<file path="config.mk">
export PLATFORM = sky130hd
export DESIGN_NAME = ootx_sensor_scheduler
export DESIGN_NICKNAME = d
export VERILOG_FILES = /design/src/rtl/ootx_pkg.sv /design/src/rtl/ootx_sensor_scheduler_next_set_bit.sv /design/src/rtl/ootx_sensor_scheduler.sv
export SDC_FILE = /design/constraint.sdc
export NUM_CORES = 1
export LEC_CHECK = 0
export CORE_MARGIN = 4
export CORE_UTILIZATION = 60
export DETAILED_ROUTE_END_ITERATION = 16
export PLACE_DENSITY = 0.88
export SLEW_MARGIN = 20
export SYNTH_ARGS = -nofsm -noshare
export SYNTH_HDL_FRONTEND = slang
export SYNTH_SLANG_ARGS = --single-unit
</file>
<file path="constraint.sdc">
create_clock -name clock -period 11.5 [get_ports clock]
set_input_delay 2.875 -clock clock [delete_from_list [all_inputs] [get_ports clock]]
set_output_delay 2.875 -clock clock [all_outputs]
set_load 0.01 [all_outputs]
</file>
<file path="src/rtl/ootx_pkg.sv">
// ootx_pkg: state encoding, register map and read default shared by the OOTX sensor scheduler
package ootx_pkg;

    typedef enum logic [1:0] {
        IDLE   = 2'd0,
        SWITCH = 2'd1,
        DWELL  = 2'd2,
        NEXT   = 2'd3
    } state_t;

    localparam logic [3:0] ADDR_CTRL       = 4'd0;
    localparam logic [3:0] ADDR_MASK       = 4'd1;
    localparam logic [3:0] ADDR_TIMEOUT    = 4'd2;
    localparam logic [3:0] ADDR_STATUS     = 4'd3;
    localparam logic [3:0] ADDR_FOUND0     = 4'd4;
    localparam logic [3:0] ADDR_FOUND1     = 4'd5;
    localparam logic [3:0] ADDR_SCAN_COUNT = 4'd6;
    localparam logic [3:0] ADDR_CLEAR      = 4'd7;

    localparam logic [31:0] DEADBEEF = 32'hDEAD_BEEF;

endpackage

</file>
<file path="src/rtl/ootx_sensor_scheduler_next_set_bit.sv">
// next_set_bit: finds the next enabled sensor above the current one and the lowest enabled sensor
module next_set_bit #(
    parameter int NUMBER_OF_SENSORS = 8,
    parameter int SEL_W = 5
) (
    input  logic [NUMBER_OF_SENSORS-1:0] mask_i,
    input  logic [SEL_W-1:0]             cur_i,
    output logic [SEL_W-1:0]             nxt_o,
    output logic [SEL_W-1:0]             wrap_o,
    output logic                         none_o
);

    // Scan downwards so the lowest qualifying bit is the last one written
    always_comb begin
        nxt_o  = '0;
        wrap_o = '0;
        none_o = 1'b1;
        for (int i = NUMBER_OF_SENSORS - 1; i >= 0; i--) begin
            if (mask_i[i]) wrap_o = SEL_W'(i);
            if (mask_i[i] && i > int'(cur_i)) begin
                nxt_o  = SEL_W'(i);
                none_o = 1'b0;
            end
        end
    end

endmodule

</file>
<file path="src/rtl/ootx_sensor_scheduler.sv">
// ootx_sensor_scheduler: walks the sensor mask, dwelling on each channel until both lighthouses decode or a timeout hits
module ootx_sensor_scheduler
    import ootx_pkg::*;
#(
    parameter int          NUMBER_OF_SENSORS = 8,
    parameter int          SEL_W             = 5,
    parameter logic [31:0] DEFAULT_TIMEOUT   = 32'd400_000_000,
    parameter int          SETTLE_CYCLES     = 16
) (
    input  logic             clock,
    input  logic             reset,
    input  logic [3:0]       address,
    input  logic             read,
    output logic [31:0]      readdata,
    input  logic             write,
    input  logic [31:0]      writedata,
    output logic             waitrequest,
    input  logic [1:0]       sync,
    output logic [SEL_W-1:0] sensor_select,
    output logic             decoder_flush,
    output logic             scan_done
);

    localparam int N = NUMBER_OF_SENSORS;

    state_t           state_q, state_d;
    logic [1:0]       ctrl_q, ctrl_d;
    logic [N-1:0]     mask_q, mask_d;
    logic [31:0]      timeout_q, timeout_d;
    logic [N-1:0]     found0_q, found0_d;
    logic [N-1:0]     found1_q, found1_d;
    logic [31:0]      scan_count_q, scan_count_d;
    logic [31:0]      cnt_q, cnt_d;
    logic [1:0]       seen_q, seen_d;
    logic [SEL_W-1:0] sel_q, sel_d;
    logic [SEL_W-1:0] nxt, wrap;
    logic [1:0]       seen_w;
    logic [N-1:0]     sel_bit;
    logic             none, en, cont, upd, pass_done, timed_out, wr_clear, mask_empty;
    logic             unused_bits;

    assign en          = ctrl_q[0];
    assign cont        = ctrl_q[1];
    assign seen_w      = seen_q | sync;
    assign sel_bit     = N'(1) << sel_q;
    assign upd         = state_q == NEXT && en;
    assign pass_done   = upd && none;
    assign timed_out   = timeout_q != '0 && cnt_q >= timeout_q - 32'd1;
    assign wr_clear    = write && address == ADDR_CLEAR;
    assign mask_empty  = state_q == IDLE && en && mask_q == '0;
    assign unused_bits = ^{read, writedata};

    next_set_bit #(
        .NUMBER_OF_SENSORS(N),
        .SEL_W(SEL_W)
    ) u_next_set_bit (
        .mask_i(mask_q),
        .cur_i(sel_q),
        .nxt_o(nxt),
        .wrap_o(wrap),
        .none_o(none)
    );

    // FSM state register; async reset also drops decoder_flush immediately
    always_ff @(posedge clock or posedge reset) begin
        if (reset) state_q <= IDLE;
        else       state_q <= state_d;
    end

    // FSM next state; a cleared enable aborts from any active state
    always_comb begin
        state_d = state_q;
        case (state_q)
            IDLE:   if (en && mask_q != '0) state_d = SWITCH;
            SWITCH: state_d = !en ? IDLE : (cnt_q == 32'(SETTLE_CYCLES - 1)) ? DWELL : SWITCH;
            DWELL:  state_d = !en ? IDLE : (seen_w == 2'b11 || timed_out) ? NEXT : DWELL;
            NEXT:   state_d = (!en || (none && (!cont || mask_q == '0))) ? IDLE : SWITCH;
            default: state_d = IDLE;
        endcase
    end

    // FSM outputs
    always_comb begin
        decoder_flush = state_q == SWITCH;
        scan_done     = pass_done;
        sensor_select = sel_q;
        waitrequest   = 1'b0;
    end

    // Datapath next state: host writes, found bookkeeping, counters and channel choice
    always_comb begin
        ctrl_d = ctrl_q;
        if (pass_done && !cont) ctrl_d[0] = 1'b0;
        if (write && address == ADDR_CTRL) ctrl_d = writedata[1:0];
        mask_d       = (write && address == ADDR_MASK) ? writedata[N-1:0] : mask_q;
        timeout_d    = (write && address == ADDR_TIMEOUT) ? writedata : timeout_q;
        found0_d     = wr_clear ? '0 : found0_q | ((upd && seen_w[0]) ? sel_bit : '0);
        found1_d     = wr_clear ? '0 : found1_q | ((upd && seen_w[1]) ? sel_bit : '0);
        scan_count_d = wr_clear ? '0 : scan_count_q + 32'(pass_done);
        seen_d       = (state_q == DWELL && en) ? seen_w : 2'b00;
        cnt_d        = (state_d == state_q && state_q != IDLE) ? cnt_q + 32'd1 : '0;
        sel_d        = (state_d == SWITCH && state_q != SWITCH) ? ((state_q == NEXT && !none) ? nxt : wrap) : sel_q;
    end

    // Datapath registers
    always_ff @(posedge clock or posedge reset) begin
        if (reset) begin
            ctrl_q       <= '0;
            mask_q       <= '1;
            timeout_q    <= DEFAULT_TIMEOUT;
            found0_q     <= '0;
            found1_q     <= '0;
            scan_count_q <= '0;
            cnt_q        <= '0;
            seen_q       <= '0;
            sel_q        <= '0;
        end else begin
            ctrl_q       <= ctrl_d;
            mask_q       <= mask_d;
            timeout_q    <= timeout_d;
            found0_q     <= found0_d;
            found1_q     <= found1_d;
            scan_count_q <= scan_count_d;
            cnt_q        <= cnt_d;
            seen_q       <= seen_d;
            sel_q        <= sel_d;
        end
    end

    // Avalon read mux, combinational from address
    always_comb begin
        case (address)
            ADDR_CTRL:       readdata = {30'd0, ctrl_q};
            ADDR_MASK:       readdata = 32'(mask_q);
            ADDR_TIMEOUT:    readdata = timeout_q;
            ADDR_STATUS:     readdata = {11'd0, mask_empty, 2'd0, seen_q, 3'd0, 5'(sel_q), 6'd0, state_q};
            ADDR_FOUND0:     readdata = 32'(found0_q);
            ADDR_FOUND1:     readdata = 32'(found1_q);
            ADDR_SCAN_COUNT: readdata = scan_count_q;
            ADDR_CLEAR:      readdata = '0;
            default:         readdata = DEADBEEF;
        endcase
    end

endmodule

</file>
# --- Word level (Yosys, flattened, before mapping) ---
# Index checks and enable logic that the tools add are counted.
word_totals:
  reg_bits: 131
  in_bits: 42
  out_inout_bits: 40
  elab_cells: 119
classes:
  add_sub_neg: 3
  magnitude_cmp: 8
  n_eq_ne: 15
  shifts: 1
  muxes: 40
  bitwise: 3
  n_reduce_logical: 38
ops:
  columns: ["op", "count"]
  rows:
  - ["32-bit one-hot mux with 8 select lines", 1]
  - ["32-bit two-way mux", 2]
  - ["3-bit two-way mux", 15]
  - ["32-bit by 1-bit adder with 32-bit output", 1]
  - ["32-bit by 1-bit adder with 32-bit output (second input constant)", 1]
  - ["32-bit by 4-bit equality test with 1-bit output (second input constant)", 1]
  - ["32-bit >= comparator", 1]
  - ["8-bit two-way mux", 4]
  - ["32-bit nonzero test", 1]
  - ["32-bit by 1-bit subtractor with 32-bit output (second input constant)", 1]
  - ["1-bit logical AND", 25]
  - ["3-bit by 5-bit greater-than comparator with 1-bit output (first input constant)", 4]
  - ["4-bit by 3-bit equality test with 1-bit output (second input constant)", 4]
  - ["8-bit bitwise OR", 2]
  - ["1-bit two-way mux", 11]
  - ["2-bit by 5-bit greater-than comparator with 1-bit output (first input constant)", 2]
  - ["2-bit two-way mux", 5]
  - ["4-bit by 2-bit equality test with 1-bit output (second input constant)", 2]
  - ["8-bit logical NOT", 1]
  - ["2-bit one-hot mux with 4 select lines", 1]
  - ["8-bit nonzero test", 1]
  - ["1-bit by 5-bit left shift with 8-bit output (first input constant)", 1]
  - ["2-bit equality test (second input constant)", 3]
  - ["1-bit by 5-bit greater-than comparator with 1-bit output (first input constant)", 1]
  - ["other kinds (11)", 17]

# --- Depth between registers and ports, before layout ---
logic_depth:
  depth_word: 16
  mapped_depth: 17
  ltp_nobuf: 15

# --- Hierarchy ---
# Synthesis repeated with hierarchy kept, for this count alone.
hier_totals:
  cells_unflattened: 854
  area_unflattened_um2: 8353.0
by_module_without_submodules:
  columns: ["mod", "n_inst", "cells_per_inst", "area_each_um2", "seq_area_each_um2"]
  rows:
  - ["ootx_sensor_scheduler", 1, 809, 8079.0, 3303.2]
  - ["next_set_bit", 1, 45, 274.0, 0.0]

# --- Least setup slack after synthesis ---
# OpenSTA, ideal clock, no wires.
synth_path:
  kind: "input to output"
  start: "in address[0]"
  end: "out readdata[20]"
  arrival_time_ps: 4573
  required_ps: 8625
  path_slack_ps: 4052
  cell_stages: 6
  n_path_buf: 3
  path_cell_list: "clkbuf_1 -> nor4b_1 -> clkbuf_1 -> buf_1 -> a22oi_1 -> o21ai_0"
synth_between:
  elab_chain_cells: 2
  elab_cells_between_ends: 9
  classes_between: "7 x eq/ne; 1 x mux; 1 x reduce/logical"
synth_lines:
  columns: ["element", "line_no", "source"]
  rows:
  - ["from (decl)", "ootx_sensor_scheduler.sv:12", "input logic [3:0] address,"]
  - ["4-bit by 3-bit equality test with 1-bit output, or another cell as far along", "ootx_sensor_scheduler.sv:132", "case (address)"]
  - ["32-bit one-hot mux with 8 select lines (*)", "ootx_sensor_scheduler.sv:132", null]
  - ["to (decl)", "ootx_sensor_scheduler.sv:14", "output logic [31:0] readdata,"]
# Every way passes the cells marked *; elsewhere a longest branch is shown, timed or not.

# --- Final worst setup path ---
# Ends and elaborated chain as after synthesis.

==> load_flow_metrics.sql <==
INSERT INTO impl_metrics (metric_group, metric, value, unit) VALUES
('cells_and_area', 'areaGrowthSynthToFinish', '20.8', '%'),
('route', 'avgViaCountPerCell', '6.32', ''),
('yosys', 'yosysWarnings', '0', ''),
('power_and_ir_drop', 'maximum_vdd_ir_drop', '0.000133', 'V'),
('timing', 'fin_crit_sh', '0.763', ''),
('setup_path', 'criticalPathCategory', 'in2out', ''),
('cts', 'cts.hold.buffers_added', '0', ''),
('yosys', 'yosys_most_used_dff', 'dfrtp_1', ''),
('cts', 'cts_resized', '0', ''),
('cts', 'postCtsSetupBuffers', '0', ''),
('run_status', 'status', 'complete, no violations', ''),
('power_and_ir_drop', 'share_seq_of_total_power', '0.415', ''),
('cells_and_area', 'fill_cells', '848', ''),
('floorplan', 'die_footprint', '0.0149', 'mm²'),
('grt', 'grt_util_all_layers', '0.295', ''),
('floorplan', 'ioPinCount', '82', ''),
('grt', 'grt_pass1_vias', '6602', ''),
('timing', 'timing.setup.tns', '0', 'ns'),
('yosys', 'synth_sequential_area_ratio', '0.418', ''),
('cts', 'htreeDepth', '4', ''),
('power_and_ir_drop', 'power_per_cell_area', '167', 'mW/mm²'),
('cells_and_area', 'total_area_of_multi_input_combinational_cells', '0.00439', 'mm²'),
('setup_path', 'crit_path_capture_type', 'primary output', ''),
('setup_path', 'worstPathCellList', 'clkdlybuf4s50_1, nor4b_4, buf_4, a22oi_1, o21ai_0, clkdlybuf4s50_1', ''),
('power_and_ir_drop', 'power.clock.fraction', '0.381', ''),
('cts', 'clk_latency', '0.43', 'ns'),
('route', 'drt_first_iter_violations', '777', ''),
('floorplan', 'start_util', '0.614', ''),
('setup_path', 'cp_common_cell', 'clkdlybuf4s50_1', ''),
('power_and_ir_drop', 'switching_share', '0.318', ''),
('cells_and_area', 'stdcell_area', '0.00940', 'mm²'),
('route', 'wl_per_cell', '19.7', 'µm'),
('cts', 'tritoncts.num_buffers', '17', ''),
('timing', 'setup_viol_count_final', '0', ''),
('power_and_ir_drop', 'power_leakage', '3.93', 'nW'),
('timing', 'fin_skew', '0.00584', 'ns'),
('yosys', 'yosysUniqueCellTypes', '56', ''),
('setup_path', 'critical_path.max_stage_delay', '0.86', 'ns'),
('cts', 'clock_tree.root_cell', 'clkbuf_16', ''),
('floorplan', 'num_rows', '41', ''),
('setup_path', 'critical_path.slowest_cell', 'nor4b_4', ''),
('yosys', 'postSynthCellCount', '811', ''),
('setup_path', 'critPathRequiredTime', '8.63', 'ns'),
('grt', 'antenna_violations_before_repair', '0', ''),
('route', 'drc_errors', '0', ''),
('timing', 'report.final.slew_viol_count', '0', ''),
('setup_path', 'start_kind', 'input pin', ''),
('place', 'io_buffer_count', '77', ''),
('power_and_ir_drop', 'comb_power_share', '0.204', ''),
('yosys', 'asyncSetResetFlopFracSynth', '1.00', ''),
('cells_and_area', 'antenna-diode-count', '0', ''),
('yosys', 'postSynthRegisterBits', '129', ''),
('floorplan', 'core-area', '0.0127', 'mm²'),
('power_and_ir_drop', 'total_power', '1.57', 'mW'),
('grt', 'grt_remaining_overflow', '0', ''),
('hold_path', 'hold_path_class', 'reg2reg', ''),
('timing', 'setup_repair_after_global_routing_missed_its_margin', 'no', ''),
('cts', 'clkSinkCount', '129', ''),
('yosys', 'yosysTopAreaCell', 'dfrtp_1', ''),
('route', 'detailed_route_wl', '21000', 'µm'),
('cells_and_area', 'final_stage_net_count', '961', ''),
('yosys', 'netlist_top_cells_area', 'dfrtp_1, mux2_2, dfstp_2, ha_1, nor2_1', ''),
('cts', 'cts.clk_slew.worst_paths', '0.06', 'ns'),
('timing', 'achievable-frequency', '114', 'MHz'),
('place', 'finalWeightedCongestion', '0.989', ''),
('timing', 'worst_slew_pin_slew', '1.11', 'ns'),
('grt', 'grt_first_pass_wirelength', '34100', 'µm'),
('power_and_ir_drop', 'power.switching', '501', 'µW'),
('cts', 'ctsLongestPathBuffers', '2', ''),
('cts', 'clock_tree_from_tritoncts', 'yes', ''),
('setup_path', 'crit_fanout', '21', '');
[cell families after synthesis]
family	share of synthesized area
mux	0.0775
fa+ha+maj	0.0595
simple gates	0.214
other cells	0.000482
compound gates	0.108
xor+xnor	0.0979
flops	0.418
buf+inv	0.0252
[sequential cells by signal, indices dropped and copies added, names as in the netlist]
register and cells:
cnt_q 32, scan_count_q 32, timeout_q 32, found0_q 8, found1_q 8, mask_q 8
sensor_select 3, ctrl_q 2, seen_q 2, state_q 2
[power groups by stage]
stage / combinational, mW / sequential, mW / clock [mW]
after global routing: 0.353 / 0.659 / 0.622
after detailed placement: 0.311 / 0.650 / 0
final: 0.320 / 0.653 / 0.600
after global placement: 0.299 / 0.646 / 0
after floorplan: 0.231 / 0.600 / 0
after CTS: 0.318 / 0.645 / 0.601
[worst max-delay path: cells and delay by family]
family,cells,cell delay [ns]
AOI/OAI and AO/OA,2,0.34
buffers and inverters,3,1.82
and+or+nand+nor,1,0.86
[placed cells by master, fill, tap and decap left out, types with 21 or more instances in the layout]
cell type	netlist	routed
dfrtp_1	109	109
a21oi_1	39	38
ha_1	37	37
xor2_1	40	40
xnor2_1	47	47
nor2_1	123	123
nand2_1	55	55
nand3_1	32	32
a221o_1	26	26
clkdlybuf4s50_1	0	77
nor3_1	21	21
mux2_2	50	50
[metal layers]
layer,up-vias,track usage,part of all wire
li1,3052,-,-
met4,0,0.113,0.035
met3,63,0.0710,0.074
met5,-,0,0
met1,3304,0.384,0.40
met2,321,0.478,0.49
[synthesized netlist by cell type, types with 3 or more instances]
library cell	instances
a22oi_1	9
nor2_1	123
nor2b_1	9
o21ai_0	18
and2_1	7
and4_1	4
mux2i_1	4
dfstp_2	20
and3_1	11
xnor2_1	47
clkbuf_1	30
dfrtp_1	109
o22ai_1	3
a211oi_1	4
nand4_1	20
nor4_1	14
nor3_1	21
nand2b_1	6
buf_4	3
ha_1	37
inv_1	14
or4_1	8
or3_1	5
a21oi_1	39
nand2_1	55
a22o_1	5
nand3_1	32
mux2_2	50
xor2_1	40
a221o_1	26
nor4bb_1	3
[metrics by stage]
| stage | cells | setup slack [ns] |
|---|---|---|
| 2_1_floorplan | 813 | 4.05 |
| 3_3_place_gp | 1035 | 2.54 |
| 3_5_place_dp | 1035 | 2.48 |
| 4_1_cts | 1067 | 2.47 |
| 5_1_grt | 1067 | 2.60 |
| 6_report | 1067 | 2.72 |
[path summary, 6_finish.rpt]
| check | slack [ns] | cells after the start | startpoint | endpoint |
|---|---|---|---|---|
| worst max-delay path | 2.72 | 6 | address[0] | readdata[20] |
| worst max register to register | 6.59 | 16 | timeout_q[6] | cnt_q[30] |
| min in group asynchronous | 2.91 | 2 | reset | timeout_q[9] |
| worst min-delay path | 0.49 | 2 | found0_q[4] | found0_q[4] |
| max in group asynchronous | 7.21 | 3 | reset | scan_count_q[21] |
| worst min register to register | 0.49 | 2 | found0_q[4] | found0_q[4] |
[area by class of cell]
cell class	instances	area share
multi-input combinational	635	0.467
sequential	129	0.346
timing repair buffer	85	0.0884
clock buffer	21	0.0511
tap	172	0.0229
clock inverter	11	0.0186
inverter	14	0.00586
No activity file was read; power rests on OpenSTA's default activity.
